**config.mk**
```make
export PLATFORM = sky130hd
export DESIGN_NAME = instr_decoder
export DESIGN_NICKNAME = d
export VERILOG_FILES = /design/src/rtl/instr_decoder_pkg.sv /design/src/rtl/instr_decoder_imm_gen.sv /design/src/rtl/instr_decoder.sv
export SDC_FILE = /design/constraint.sdc
export NUM_CORES = 1
export LEC_CHECK = 0
export CAP_MARGIN = 15
export CORE_ASPECT_RATIO = 0.8
export CORE_MARGIN = 2
export CORE_UTILIZATION = 45
export CTS_CLUSTER_DIAMETER = 100
export DETAILED_ROUTE_END_ITERATION = 6
export GPL_ROUTABILITY_DRIVEN = 0
export MAX_ROUTING_LAYER = met4
export PLACE_DENSITY = 0.78
export SLEW_MARGIN = 25
export SYNTH_ARGS = -nofsm -noshare
export SYNTH_HDL_FRONTEND = slang
export SYNTH_SLANG_ARGS = --single-unit
```
**constraint.sdc**
```tcl
create_clock -name clk -period 1.56 [get_ports clk]
set_clock_uncertainty 0.05 [all_clocks]
set_input_delay 0.156 -clock clk [delete_from_list [all_inputs] [get_ports clk]]
set_output_delay 0.156 -clock clk [all_outputs]
set_load 0.01 [all_outputs]
```
**src/rtl/instr_decoder_pkg.sv**
```systemverilog
// rtl/instr_decoder_pkg.sv - shared RV32 decode constants, opcodes and format enum
package instr_decoder_pkg;

  localparam int WORD_SIZE           = 32;
  localparam int ARCH_REG_INDEX_SIZE = 5;

  localparam logic [6:0] OPCODE_ALU     = 7'b0110011;
  localparam logic [6:0] OPCODE_ALU_IMM = 7'b0010011;
  localparam logic [6:0] OPCODE_LOAD    = 7'b0000011;
  localparam logic [6:0] OPCODE_JALR    = 7'b1100111;
  localparam logic [6:0] OPCODE_STORE   = 7'b0100011;
  localparam logic [6:0] OPCODE_BRANCH  = 7'b1100011;
  localparam logic [6:0] OPCODE_AUIPC   = 7'b0010111;
  localparam logic [6:0] OPCODE_LUI     = 7'b0110111;
  localparam logic [6:0] OPCODE_JUMP    = 7'b1101111;

  localparam logic [6:0] ADD_OR_AND_FUNCT7 = 7'b0000000;
  localparam logic [6:0] SUB_FUNCT7        = 7'b0100000;
  localparam logic [6:0] MUL_FUNCT7        = 7'b0000001;

  localparam logic [2:0] ADD_FUNCT3  = 3'b000;
  localparam logic [2:0] ADDI_FUNCT3 = 3'b000;

  typedef enum logic [2:0] {
    FMT_R,
    FMT_I,
    FMT_S,
    FMT_B,
    FMT_U,
    FMT_J,
    FMT_ILLEGAL
  } fmt_t;

endpackage

```
**src/rtl/instr_decoder_imm_gen.sv**
```systemverilog
// rtl/instr_decoder_imm_gen.sv - combinational sign-extended immediate per instruction format
module imm_gen
  import instr_decoder_pkg::*;
(
  input  logic [WORD_SIZE-1:7] instr,
  input  fmt_t                 fmt,
  output logic [WORD_SIZE-1:0] imm
);

  // B and J offsets stay PC-relative; the branch unit adds the PC.
  always_comb begin
    imm = '0;
    case (fmt)
      FMT_I:   imm = {{20{instr[31]}}, instr[31:20]};
      FMT_S:   imm = {{20{instr[31]}}, instr[31:25], instr[11:7]};
      FMT_B:   imm = {{19{instr[31]}}, instr[31], instr[7], instr[30:25], instr[11:8], 1'b0};
      FMT_U:   imm = {instr[31:12], 12'b0};
      FMT_J:   imm = {{11{instr[31]}}, instr[31], instr[19:12], instr[20], instr[30:21], 1'b0};
      default: imm = '0;
    endcase
  end

endmodule

```
**src/rtl/instr_decoder.sv**
```systemverilog
// rtl/instr_decoder.sv - registered RV32 decode: format, fields, immediate, illegal flag
// Optional M-extension multiply legality under DECODER_MEXT_EN.
module instr_decoder
  import instr_decoder_pkg::*;
#(
  parameter int INSTR_SIZE = WORD_SIZE
) (
  input  logic                           clk,
  input  logic                           rst_n,
  input  logic                           instr_valid,
  input  logic                           stall,
  input  logic [INSTR_SIZE-1:0]          instr,
  output logic                           valid,
  output logic [ARCH_REG_INDEX_SIZE-1:0] rs1,
  output logic [ARCH_REG_INDEX_SIZE-1:0] rs2,
  output logic [ARCH_REG_INDEX_SIZE-1:0] rd,
  output logic [WORD_SIZE-1:0]           imm,
  output logic [6:0]                     opcode,
  output logic [2:0]                     funct3,
  output logic [6:0]                     funct7,
  output logic                           instr_R_type,
  output logic                           instr_I_type,
  output logic                           instr_S_type,
  output logic                           instr_B_type,
  output logic                           instr_U_type,
  output logic                           instr_J_type,
  output logic                           illegal
);

  logic [6:0] op;
  logic [6:0] f7;
  logic       mul_ok;
  fmt_t       fmt;
  logic [WORD_SIZE-1:0] d_imm;
  logic [ARCH_REG_INDEX_SIZE-1:0] d_rs1, d_rs2, d_rd;

  assign op = instr[6:0];
  assign f7 = instr[31:25];

`ifdef DECODER_MEXT_EN
  assign mul_ok = (f7 == MUL_FUNCT7);
`else
  assign mul_ok = 1'b0;
`endif

  always_comb begin
    fmt = FMT_ILLEGAL;
    case (op)
      OPCODE_ALU: begin
        if (f7 == ADD_OR_AND_FUNCT7 || f7 == SUB_FUNCT7 || mul_ok)
          fmt = FMT_R;
      end
      OPCODE_ALU_IMM, OPCODE_LOAD, OPCODE_JALR: fmt = FMT_I;
      OPCODE_STORE:                             fmt = FMT_S;
      OPCODE_BRANCH:                            fmt = FMT_B;
      OPCODE_AUIPC, OPCODE_LUI:                 fmt = FMT_U;
      OPCODE_JUMP:                              fmt = FMT_J;
      default:                                  fmt = FMT_ILLEGAL;
    endcase
  end

  // Unused register fields are forced to 0 so rename never sees phantom dependencies.
  assign d_rs1 = (fmt == FMT_R || fmt == FMT_I || fmt == FMT_S || fmt == FMT_B) ? instr[19:15] : '0;
  assign d_rs2 = (fmt == FMT_R || fmt == FMT_S || fmt == FMT_B) ? instr[24:20] : '0;
  assign d_rd  = (fmt == FMT_R || fmt == FMT_I || fmt == FMT_U || fmt == FMT_J) ? instr[11:7] : '0;

  imm_gen u_imm_gen (
    .instr (instr[WORD_SIZE-1:7]),
    .fmt   (fmt),
    .imm   (d_imm)
  );

  always_ff @(posedge clk or negedge rst_n) begin
    if (!rst_n) begin
      valid        <= 1'b0;
      rs1          <= '0;
      rs2          <= '0;
      rd           <= '0;
      imm          <= '0;
      opcode       <= '0;
      funct3       <= '0;
      funct7       <= '0;
      instr_R_type <= 1'b0;
      instr_I_type <= 1'b0;
      instr_S_type <= 1'b0;
      instr_B_type <= 1'b0;
      instr_U_type <= 1'b0;
      instr_J_type <= 1'b0;
      illegal      <= 1'b0;
    end else if (!stall) begin
      valid        <= instr_valid;
      rs1          <= d_rs1;
      rs2          <= d_rs2;
      rd           <= d_rd;
      imm          <= d_imm;
      opcode       <= op;
      funct3       <= instr[14:12];
      funct7       <= f7;
      instr_R_type <= (fmt == FMT_R);
      instr_I_type <= (fmt == FMT_I);
      instr_S_type <= (fmt == FMT_S);
      instr_B_type <= (fmt == FMT_B);
      instr_U_type <= (fmt == FMT_U);
      instr_J_type <= (fmt == FMT_J);
      illegal      <= (fmt == FMT_ILLEGAL);
    end
  end

endmodule

```
==> reports/summary.txt <==
H-tree Lvls - 3
Hold path startpoint - instr[0]
TritonCTS Sinks - 72
Worst path required time - 1.79 ns
Drt wl/cell - 16.7 um
Synthesized flop and latch total - 72
Nets - 470
IR drop worst, VDD - 0.634 mV
Post-synth EDFFs - 0
RSZ-0062 raised after global routing - yes
Final Hold Viols - 0
Tightest Pin Transition - 0.407 ns
DIE WIDTH - 97.9 um
Vias/cell - 5.30
Crit Reg-Reg Startpoint - funct7[3]
Drt first-iter violations - 143
I/O Pins - 108
Largest area contributor in the netlist - dfrtp_1
Worst hold path class - input port to register
Global route total overflow - 0
Filler Cells Inserted - 498
Gr usage total - 23.9%
Data arrival, critical path - 1.76 ns
Dominant synthesized flop cell - dfrtp_1
Area after DPL - 0.00458 sq mm
Num CTS Buffers - 9
Sequential-to-total area share from yosys stat - 56.8%
Detail Placement HPWL - 6390 um
FF-to-FF setup slack - 0.73 ns
Outcome - completed
Final slew viol count - 0
Critical path launch point type - input port
Synthesized net count - 325
Area contributors post-synth - dfrtp_1 57%, nand2_1 5.7%, mux2_2 5.3%
Worst R2R Path Depth - 1
Layout cells sized above 1 - 26.2%
Worst slack, placed - -0.467 ns
TNS Setup - 0 ns
Core ar. - 0.00686 sq mm
CTS Buffer Depth - 2
Drt pass-1 iters - 4
CP endpoint - imm[11]
Fmax - 652 MHz
Crit Path Max Fanout - 7
Clock slew at reported path FFs - 0.08 ns
Final worst path period need - 1.53 ns
Slew margin rel. - 72.8%
Cells after synthesis - 289
Hold_ws - 0.170 ns
Area Overhead vs Synth - 53.7%
Vias in the first global route - 2784
Core Rows - 27
DRC errors left - 0
Critical path origin - instr[3]
Period utilisation layout - 98.3%
Setup ws final - 0.0271 ns
Max-cap violations - 0
Vias - 2789
First-pass GRT wire length - 14100 um
Routed Antenna Nets - 0
Synth Cell Area - 0.00317 sq mm
Post-layout instance area - 0.00487 sq mm
Asr flop ratio synth - 100%
Root buffer cell - clkbuf_8
CTS tree - yes
Die Ht - 79.1 um
Endpoint of the worst register-to-register path - funct7[3]
Critical path capture point type - register
IO Port Bufs - 107
Syn. warnings - 0
Largest net degree at the start of global routing - 47
Power per standard cell area - 828 mW/mm^2
Initial antenna violation count - 0
Initial Util - 46.3%
Post-Route WL - 8800 um
Yosys top cell area share - 56.8%
P_leak - 2.13 nW
Die Area - 0.00774 sq mm
Post-Syn Area per Cell - 11.0 sq um
N_diodes - 0
Final setup vio count - 0
Clock latency at the later pin of the worst-skew pair - 0.35 ns
Post-synthesis cell type count - 44
Critical path class - input port to register
## what timing repair did
action | 4_1_cts | 5_1_grt
hold endpoints to repair | 26 | 0
hold buffers | 1 | 0
resized for setup | 6 | 20
pin swaps | 1 | 5
setup endpoints to repair | 30 | 42
setup buffers | 0 | 1
## per-stage QoR
stage / power, mW / util [%] / std cells
global placement: 2.56 / 66.8 / 508
global route: 4.21 / 71.1 / 526
CTS: 4.06 / 70.1 / 525
floorplan: 2.20 / - / 289
finish: 4.03 / 71.1 / 526
detailed placement: 2.57 / 66.8 / 508
## cells in the mapped netlist, drive strengths merged (2+ instances only)
cell and number:
o21ai 41, buf 8, a21oi 22, nor2 8, nand2b 8, nor3 2, a22oi 3, nand2 49
a22o 16, inv 5, nor4 3, a211o 2, a32oi 2, clkbuf 12, or2 3, dfrtp 72
mux2 15, a31oi 2
## metal layers
| layer | GRT usage, % | up-vias | part of all wire (%) | wire [um] |
|---|---|---|---|---|
| met4 | 6.53 | 0 | 1.4 | 120 |
| met5 | - | - | 0 | 0 |
| met3 | 6.95 | 14 | 7.8 | 687 |
| met1 | 33.3 | 1359 | 47 | 4090 |
| li1 | - | 1309 | - | - |
| met2 | 34.7 | 107 | 44 | 3900 |
## layout make-up
type                       count  area [sq um]  area share (%)
clock buffer                  10           128            2.62
clock inverter                 6          67.6            1.39
inverter                       5          18.8           0.385
multi-input combinational    192          1290            26.5
sequential                    72          1800            37.0
tap                           87           109            2.23
timing repair buffer         154          1460            29.9
## power by group
| group | internal, mW | switching (mW) |
|---|---|---|
| Clock | 0.744 | 0.738 |
| Sequential | 1.93 | 0.0362 |
| Combinational | 0.320 | 0.269 |
| Total | 2.99 | 1.04 |
## logic make-up after synthesis
logic type,after synthesis,synth area share (%)
mux,16,5.64
buf+inv,25,4.34
flops,72,56.8
simple gates,83,13.5
compound gates,93,19.8
## critical path: stages
cell,delay [ns]
clkdlybuf4s50_1,0.45
buf_4,0.17
a21oi_2,0.14
a32oi_1,0.14
or3_4,0.38
buf_4,0.18
o21ai_0,0.14
## flip-flops by register name (all words and copies together) (netlist names), 3 cells and up
name and flops:
imm 32, rs1 5, rs2 5, opcode 7
funct3 3, rd 5, funct7 7
## worst min path at each step
stage                      endpoint  slack [ns]  depth (start not counted)
after global placement       imm[3]        0.04                          1
after floorplan           funct3[0]       -0.19                          0
final                     opcode[0]        0.17                          3
after global routing      opcode[0]        0.18                          3
after detailed placement     imm[1]        0.05                          1
after CTS                    rs1[4]        0.21                          2
## placed cells by master (no fill, tap or decap), types with 2 or more instances in the layout
master,synthesis,final
a21oi_1,21,20
nand2_2,1,4
buf_6,5,2
o21ai_2,10,11
nor2_2,0,2
clkbuf_8,0,9
clkinvlp_4,0,2
inv_1,5,5
a21oi_2,1,2
o21ai_1,12,13
dlymetal6s2s_1,0,7
o21ai_0,19,17
dfrtp_1,72,72
clkdlybuf4s50_1,0,98
or2_4,0,2
a32oi_1,2,2
a31oi_1,2,2
nor2_1,7,5
nor4_2,0,3
a22o_1,16,16
nand2_1,48,45
a22oi_1,3,2
buf_4,1,44
nand2b_1,8,8
mux2_2,15,15
Power figures use the tool's default switching activity.
